## config.mk

```make
export PLATFORM = sky130hd
export DESIGN_NAME = uart_tx_fifo
export DESIGN_NICKNAME = d
export VERILOG_FILES = /design/src/rtl/uart_tx_fifo.sv
export SDC_FILE = /design/constraint.sdc
export NUM_CORES = 1
export LEC_CHECK = 0
export ABC_AREA = 1
export ABC_CLOCK_PERIOD_IN_PS = 3800
export BUFFER_PORTS_ARGS = -buffer_cell sky130_fd_sc_hd__buf_4
export CAP_MARGIN = 10
export CORE_AREA = 2 2 68 70
export CTS_CLUSTER_SIZE = 30
export DETAILED_ROUTE_END_ITERATION = 10
export DIE_AREA = 0 0 70 72
export PLACE_DENSITY_LB_ADDON = 0.3
export REMOVE_ABC_BUFFERS = 1
export SLEW_MARGIN = 25
export SYNTH_ARGS = -nofsm -noshare
export SYNTH_HDL_FRONTEND = slang
export SYNTH_SLANG_ARGS = --single-unit
```

## constraint.sdc

```tcl
create_clock -name CLK -period 3.8 [get_ports CLK]
set_input_delay 0.38 -clock CLK [delete_from_list [all_inputs] [get_ports CLK]]
set_output_delay 0.38 -clock CLK [all_outputs]
set_load 0.02 [all_outputs]
```

## src/rtl/uart_tx_fifo.sv

```systemverilog
// 8N1 UART transmitter with a byte store in front of the serializer.
// Define UART_TX_FIFO_EN for a FIFO_DEPTH-entry FIFO; otherwise a single holding register is used.
module uart_tx_fifo #(
  parameter int CLKS_PER_BIT = 2604,
  parameter int FIFO_DEPTH   = 16
) (
  input  logic                          CLK,
  input  logic                          RESET,
  input  logic                          tx_valid,
  input  logic [7:0]                    tx_data,
  output logic                          tx_ready,
  output logic                          tx_busy,
  output logic [$clog2(FIFO_DEPTH):0]   fifo_count,
  output logic                          RsTx
);

  localparam int CW = $clog2(FIFO_DEPTH) + 1;
  localparam logic [15:0] BAUD_LAST = 16'(CLKS_PER_BIT - 1);

  typedef enum logic [1:0] {
    IDLE  = 2'd0,
    START = 2'd1,
    DATA  = 2'd2,
    STOP  = 2'd3
  } state_t;

  state_t        state;
  state_t        state_next;
  logic [15:0]   baud_cnt;
  logic [15:0]   baud_next;
  logic [2:0]    bit_idx;
  logic [2:0]    bit_next;
  logic [7:0]    shift;
  logic [7:0]    shift_next;
  logic          line_next;
  logic          bit_end;
  logic          pop;
  logic          push;
  logic [7:0]    head;
  logic [CW-1:0] count;

  assign push       = tx_valid & tx_ready;
  assign fifo_count = count;
  assign tx_busy    = (state != IDLE) || (count != {CW{1'b0}});

`ifdef UART_TX_FIFO_EN
  localparam int AW = $clog2(FIFO_DEPTH);

  logic [7:0]    mem [FIFO_DEPTH];
  logic [AW-1:0] wr_ptr;
  logic [AW-1:0] rd_ptr;

  assign tx_ready = (count != CW'(FIFO_DEPTH));
  assign head     = mem[rd_ptr];

  // Storage array; contents are don't-care until written, so no reset.
  always_ff @(posedge CLK) begin
    if (push) begin
      mem[wr_ptr] <= tx_data;
    end
  end

  // Pointers wrap naturally because the depth is a power of two.
  always_ff @(posedge CLK or posedge RESET) begin
    if (RESET) begin
      wr_ptr <= {AW{1'b0}};
      rd_ptr <= {AW{1'b0}};
      count  <= {CW{1'b0}};
    end else begin
      if (push) begin
        wr_ptr <= wr_ptr + {{(AW-1){1'b0}}, 1'b1};
      end
      if (pop) begin
        rd_ptr <= rd_ptr + {{(AW-1){1'b0}}, 1'b1};
      end
      case ({push, pop})
        2'b10:   count <= count + {{(CW-1){1'b0}}, 1'b1};
        2'b01:   count <= count - {{(CW-1){1'b0}}, 1'b1};
        default: count <= count;
      endcase
    end
  end
`else
  logic [7:0] hold;
  logic       full;

  assign tx_ready = ~full;
  assign head     = hold;
  assign count    = {{(CW-1){1'b0}}, full};

  // Single holding register; push needs it empty and pop needs it full, so they never coincide.
  always_ff @(posedge CLK or posedge RESET) begin
    if (RESET) begin
      hold <= 8'h00;
      full <= 1'b0;
    end else if (push) begin
      hold <= tx_data;
      full <= 1'b1;
    end else if (pop) begin
      full <= 1'b0;
    end else begin
      full <= full;
    end
  end
`endif

  // State register.
  always_ff @(posedge CLK or posedge RESET) begin
    if (RESET) begin
      state <= IDLE;
    end else begin
      state <= state_next;
    end
  end

  // Serializer datapath; the line is registered so it never glitches.
  always_ff @(posedge CLK or posedge RESET) begin
    if (RESET) begin
      baud_cnt <= 16'd0;
      bit_idx  <= 3'd0;
      shift    <= 8'h00;
      RsTx     <= 1'b1;
    end else begin
      baud_cnt <= baud_next;
      bit_idx  <= bit_next;
      shift    <= shift_next;
      RsTx     <= line_next;
    end
  end

  // Next-state logic; line_next is the level the line takes after the coming edge.
  always_comb begin
    state_next = state;
    baud_next  = baud_cnt;
    bit_next   = bit_idx;
    shift_next = shift;
    line_next  = RsTx;
    pop        = 1'b0;
    bit_end    = (baud_cnt == BAUD_LAST);
    case (state)
      IDLE: begin
        baud_next = 16'd0;
        bit_next  = 3'd0;
        if (count != {CW{1'b0}}) begin
          pop        = 1'b1;
          state_next = START;
          shift_next = head;
          line_next  = 1'b0;
        end else begin
          line_next = 1'b1;
        end
      end
      START: begin
        if (bit_end) begin
          baud_next  = 16'd0;
          bit_next   = 3'd0;
          state_next = DATA;
          line_next  = shift[0];
        end else begin
          baud_next = baud_cnt + 16'd1;
        end
      end
      DATA: begin
        if (bit_end) begin
          baud_next = 16'd0;
          if (bit_idx == 3'd7) begin
            state_next = STOP;
            line_next  = 1'b1;
          end else begin
            bit_next   = bit_idx + 3'd1;
            shift_next = {1'b0, shift[7:1]};
            line_next  = shift[1];
          end
        end else begin
          baud_next = baud_cnt + 16'd1;
        end
      end
      STOP: begin
        if (bit_end) begin
          baud_next = 16'd0;
          // Chain straight into the next start bit when more bytes are waiting.
          if (count != {CW{1'b0}}) begin
            pop        = 1'b1;
            state_next = START;
            shift_next = head;
            line_next  = 1'b0;
          end else begin
            state_next = IDLE;
            line_next  = 1'b1;
          end
        end else begin
          baud_next = baud_cnt + 16'd1;
        end
      end
      default: begin
        state_next = IDLE;
        baud_next  = 16'd0;
        line_next  = 1'b1;
      end
    endcase
  end

endmodule
```

==> run metrics, run 1 <==
largest family of logic cells by synthesized area=simple AND/OR/NAND/NOR gates; total gr overflow=0; clk_lat worst skew=0.29 ns; Clock Sinks=39; final hold violation count=0; drt pass-1 iters=5; most common cell in the synthesized netlist=nand2_1; simple-gate portion of the synthesized area=0.344; FFs w/ async S/R, synth=1.00; VDD IR max=0.353 mV; MaxCap Viol Count=0; DR WL/cell=11.5 µm; Setup TNS=0 ns; Synth Area in XOR/XNOR=0.0116; antenna fix cells=0; number of synthesized flops with an enable pin=0; sw frac=0.406; Min-Delay Path Class=input port to async pin; CTS tree=yes; crit-path max FO=19; largest net degree at the start of global routing=40; crit-path cells=inv_1 -> ha_1 -> inv_4 -> a211oi_4 -> nand2_4 -> nand2_1 -> nand2_1; skew final=0.00450 ns; ys flop type=dfrtp_1; Crit-path slowest cell=ha_1; syn_area_per_cell=7.55 µm²; vias=approximately 1800; internal cell power=1.03 mW; Synth Register Bits=39; outcome=complete, no violations; Final ANT Viol Nets=0; sequential share of the synthesized area=0.433; height of the chip=between 70 and 80 µm; fraction of layout cells with a size suffix above 1=0.139; Post-Route Utilization=0.587; area of the mapped netlist=0.00226 mm²; nature of the critical path startpoint=flop; first-pass GRT wire length=7.67 mm; Psw=703 µW; Inst Count DP=360; core area=about 0.0043 mm²; clk slew on worst S/H paths=0.08 ns; Final Critical Period=2.16 ns; Via density=4.98; Pins Over Slew Limit=0; cell accounting for the most synthesized area=dfrtp_1; P_leak=1.28 nW; area grow syn2layout=10.9%; Slew HR=0.556; Boundary Pins=19; Worst setup EP type=flop; WP data arrival=2.35 ns; # port buffers=14; clock power share=0.208; Non-Filler Instances=368; Initial Util=0.529; Clock Path Buffers=2; CTS root buf=clkbuf_8; Synth Area in Compound Gates=0.0582; r2r setup slk=1.64 ns; worst setup path startpoint=state[0]; WL final=roughly 4.2 mm; die width=around 70 µm; postcts setup bufs=0; Final Setup Violations=0; # DRC=0; Tot Pwr=1.73 mW; full die area=0.00504 mm²; Tot GR Track Use=0.190; DP HPWL=3.14 mm; share of total power in combinational logic=0.432; Netlist cell types=30; mux cell area share after synthesis=0.00499; cts hold-fix bufs=0; Post-synth top cells=nand2_1, nor2_1, dfrtp_1, inv_1, nand3_1; max incr delay on CP=0.61 ns; FP Rows=24; top-area cell type share of the netlist area=0.421; Resized Gates After CTS=0; DRT iter0 DRCs=100; # nets final=roughly 340; TritonCTS Buffers=5; Crit Path Class=flop to flop; Adder-Cell Fraction of Synth Area=0.0499; Power Dens Cells=692 mW/mm²; actual slew at the worst max-slew pin=0.666 ns; largest cells by area after synthesis=dfrtp_1, nand2_1, nor2_1; Flop pwr share=0.360; H-tree Lvls=2; fmax=0.462 GHz; Placer Congestion=0.846; vias in the first global route=1839; synth warn=0; RR Startpoint=state[0]; crit share post-route=0.569; Post-Synthesis Cells=299; RSZ-0062 raised after global routing=no; initial antenna violation count=0; most used cell, CP=nand2_1; Crit path required time=3.99 ns
==> path summary, 6_finish.rpt <==
kind                               endpoint  cells past startpoint
min in group CLK                    head[7]                      2
max in group asynchronous              RsTx                      3
worst min-delay path            baud_cnt[0]                      3
worst max-delay path               shift[7]                      7
worst min register to register  baud_cnt[0]                      1
worst max register to register     shift[7]                      7
==> cell type report <==
class / count / area, µm²
clock inverter: 2 / 35.0
timing repair buffer: 15 / 113
sequential: 39 / 977
tap: 52 / 65.1
inverter: 41 / 156
clock buffer: 6 / 82.6
fill: 404 / 1760
multi-input combinational: 213 / 1070
==> power by group through the flow <==
stage / clock (mW) / combinational, mW / sequential, mW
CTS: 0.368 / 0.755 / 0.624
global placement: 0 / 0.725 / 0.631
global route: 0.383 / 0.857 / 0.641
detailed placement: 0 / 0.755 / 0.629
finish: 0.360 / 0.749 / 0.624
floorplan: 0 / 0.569 / 0.626
==> placed cells by master, fill, tap and decap left out <==
master,synthesis,routed
nand2_4,3,3
nand3b_1,2,2
xor2_1,3,3
a41oi_1,1,1
inv_2,3,3
o21ai_0,10,10
nand2_2,5,5
clkbuf_8,0,6
clkinv_2,0,1
nor2_2,4,4
dfrtp_1,38,38
clkinv_1,1,1
nor3_1,8,8
conb_1,1,4
mux2_2,1,1
a211oi_4,1,1
bufinv_16,0,1
buf_4,5,15
nand4_1,3,3
dfstp_2,1,1
nand2_1,78,78
a21oi_1,9,9
nor2_4,2,2
inv_1,36,36
ha_1,9,9
nand3_1,22,22
nor3b_1,3,3
o211ai_1,1,1
nor2_1,44,44
inv_4,1,1
==> registers in the layout (all words and copies together), names as in the netlist <==
signal	flops
shift	8
RsTx	1
bit_idx	3
state	2
baud_cnt	16
full	1
head	8
==> per-stage QoR <==
stage | hold slack [ns] | area (µm²) | setup WS, ns
finish | 0.200 | 2500 | 1.64
global placement | 0.448 | 2380 | 1.72
CTS | 0.223 | 2500 | 1.64
floorplan | 0.432 | 2210 | 1.98
global route | 0.249 | 2500 | 1.45
detailed placement | 0.460 | 2380 | 1.66
==> metal layers <==
layer | vias up | global-route usage | share of wire
met3 | 11 | 0.0444 | 0.038
met4 | 0 | 0.0897 | 0.024
li1 | 954 | - | -
met1 | 834 | 0.217 | 0.45
met2 | 34 | 0.340 | 0.48
met5 | - | 0 | 0
==> logic make-up (layout without fill, tap and decap cells) <==
kind of cell	after synthesis	in the layout
simple gates	174	174
buf+inv	50	64
flops	39	39
compound gates	22	22
fa+ha+maj	9	9
xor+xnor	3	3
other cells	1	4
mux	1	1
==> worst max-delay path: cells and delay by family, from the launching register on <==
| family | cells | cell delay, ns |
|---|---|---|
| simple gates | 3 | 0.29 |
| flops | 1 | 0.43 |
| compound gates | 1 | 0.48 |
| buf+inv | 2 | 0.25 |
| fa+ha+maj | 1 | 0.61 |
Power figures use the tool's default switching activity.
==> inputs of run 2 (changes only) <==
- ABC_CLOCK_PERIOD_IN_PS: 3800 -> 1800
- CORE_AREA: 2 2 68 70 -> 2 2 69 71
- DIE_AREA: 0 0 70 72 -> 0 0 71 73
- clock period: 3.8 -> 1.8 ns (I/O delays scaled with it)
==> run metrics, run 2 (synthesis results as in run 1) <==
Fin Hold WS=0.000543 ns (was 0.200 ns); Psw=1.48 mW (was 703 µW); max incr delay on CP=0.41 ns (was 0.61 ns); antenna fix cells=0 (unchanged); Clock Sinks=39 (unchanged); Min-Delay Path Class=input port to async pin (unchanged); vias=1831 (was 1833); vias in the first global route=1767 (was 1839); internal cell power=2.19 mW (was 1.03 mW); Pins Over Slew Limit=0 (unchanged); Flop pwr share=0.360 (about the same); Final Setup Violations=0 (unchanged); Fill cells=441 (was 404); DP HPWL=3.18 mm (was 3.14 mm); CTS tree=yes (unchanged); crit-path cells=ha_1 -> ha_1 -> nand2_2 -> inv_1 -> a211oi_4 -> buf_4 -> nand3_1 -> nand2_1 (was inv_1 -> ha_1 -> inv_4 -> a211oi_4 -> nand2_4 -> nand2_1 -> nand2_1); Setup TNS=0 ns (unchanged); Initial Util=0.498 (was 0.529); Final Critical Period=1.61 ns (was 2.16 ns); Largest Register=baud_cnt (unchanged); DR WL/cell=11.5 µm (about the same); WP data arrival=1.85 ns (was 2.35 ns); RSZ-0062 raised after global routing=no (unchanged); outcome=complete, no violations (unchanged); Power Dens Cells=1450 mW/mm² (was 692 mW/mm²); largest net degree at the start of global routing=40 (unchanged); DRT iter0 DRCs=64 (was 100); TritonCTS Buffers=5 (unchanged); Crit Path Class=flop to flop (unchanged); Via density=4.90 (was 4.98); VDD IR max=0.712 mV (was 0.353 mV); Boundary Pins=19 (unchanged); area grow syn2layout=12.2% (was 10.9%); # port buffers=14 (unchanged); most common cell after layout, fill and taps aside=nand2_1 (unchanged); first-pass GRT wire length=7.85 mm (was 7.67 mm); total gr overflow=0 (unchanged); drt pass-1 iters=4 (was 5); height of the chip=73 µm (was 72 µm); skew final=0.0126 ns (was 0.00450 ns); cts hold-fix bufs=0 (unchanged); critical path's top delay family=adder cells (unchanged); Crit-path slowest cell=dfrtp_1 (was ha_1); FP Rows=25 (was 24); share of total power in combinational logic=0.440 (was 0.432); # nets final=339 (was 335); clock power share=0.200 (was 0.208); most used cell, CP=ha_1 (was nand2_1); clk_lat worst skew=0.30 ns (was 0.29 ns); Tot GR Track Use=0.192 (was 0.190); core area=0.00454 mm² (was 0.00426 mm²); max FFs per register=16 (unchanged); Crit path required time=2.04 ns (was 3.99 ns); Post-Route Utilization=0.558 (was 0.587); Worst setup EP type=flop (unchanged); H-tree Lvls=2 (unchanged); final hold violation count=0 (unchanged); placement-stage cell area=0.00242 mm² (was 0.00238 mm²); crit-path max FO=7 (was 19); MaxCap Viol Count=0 (unchanged); fmax=0.621 GHz (was 0.462 GHz); Tot Pwr=3.68 mW (was 1.73 mW); Placer Congestion=0.856 (was 0.846); Final ANT Viol Nets=0 (unchanged); CTS root buf=clkbuf_8 (unchanged); initial antenna violation count=0 (unchanged); # DRC=0 (unchanged); P_leak=1.29 nW (was 1.28 nW); nature of the critical path startpoint=flop (unchanged); crit path buf inv count=2 (unchanged); WL final=4.31 mm (was 4.24 mm); Final Cell Area=0.00253 mm² (was 0.00250 mm²); fraction of layout cells with a size suffix above 1=0.153 (was 0.139); sw frac=0.404 (was 0.406); Clock Path Buffers=2 (unchanged); die width=71 µm (was 70 µm); crit share post-route=0.895 (was 0.569); full die area=0.00518 mm² (was 0.00504 mm²); leading cell types in the layout, fill and taps excluded=nand2_1, nor2_1, dfrtp_1 (unchanged); clk slew on worst S/H paths=0.08 ns (about the same)
-- run 2: repair_timing --
action | 4_1_cts | 5_1_grt
setup buffers | 0 | 0
setup endpoints to repair | 0 | 1
gates resized for setup | 0 | 1
-- run 2: worst min-delay path, cell delays in order --
cell   delay, ns
buf_4       0.10
inv_1       0.04
buf_4       0.42
-- run 2: final timing paths --
path,start,end,slack (ns),depth (start not counted)
min reg2reg,baud_cnt[0],baud_cnt[0],0.47,1
max,bit_idx[0],shift[2],0.19,8
min in group CLK,tx_data[7],head[7],0.12,2
min,RESET,head[2],0.0005,3
max reg2reg,bit_idx[0],shift[2],0.19,8
max in group asynchronous,RESET,RsTx,1.43,3
-- run 2: power groups by stage --
stage | registers (mW) | logic [mW] | clock network, mW
after floorplan | 1.32 | 1.20 | 0
after global placement | 1.34 | 1.60 | 0
after detailed placement | 1.34 | 1.64 | 0
after CTS | 1.32 | 1.63 | 0.759
after global routing | 1.36 | 1.88 | 0.785
final | 1.32 | 1.62 | 0.735
-- run 2: final cells by class --
| class | instances | area [µm²] | area share |
|---|---|---|---|
| inverter | 41 | 156 | 0.0618 |
| timing repair buffer | 19 | 143 | 0.0563 |
| tap | 54 | 67.6 | 0.0267 |
| sequential | 39 | 977 | 0.386 |
| clock inverter | 3 | 43.8 | 0.0173 |
| clock buffer | 5 | 68.8 | 0.0272 |
| multi-input combinational | 213 | 1080 | 0.425 |
-- run 2: through the flow --
step | setup WS (ns) | instances
after floorplan | -0.0169 | 293
after global placement | 0.196 | 366
after detailed placement | 0.148 | 366
after CTS | 0.139 | 374
after global routing | 0.0563 | 374
final | 0.190 | 374
-- run 2: metal layers --
| layer | track usage | up-vias | wire (µm) |
|---|---|---|---|
| met5 | 0 | - | 0 |
| met4 | 0.0776 | 0 | 70 |
| met3 | 0.0442 | 8 | 145 |
| met2 | 0.330 | 30 | 2080 |
| met1 | 0.233 | 833 | 2010 |
| li1 | - | 960 | - |
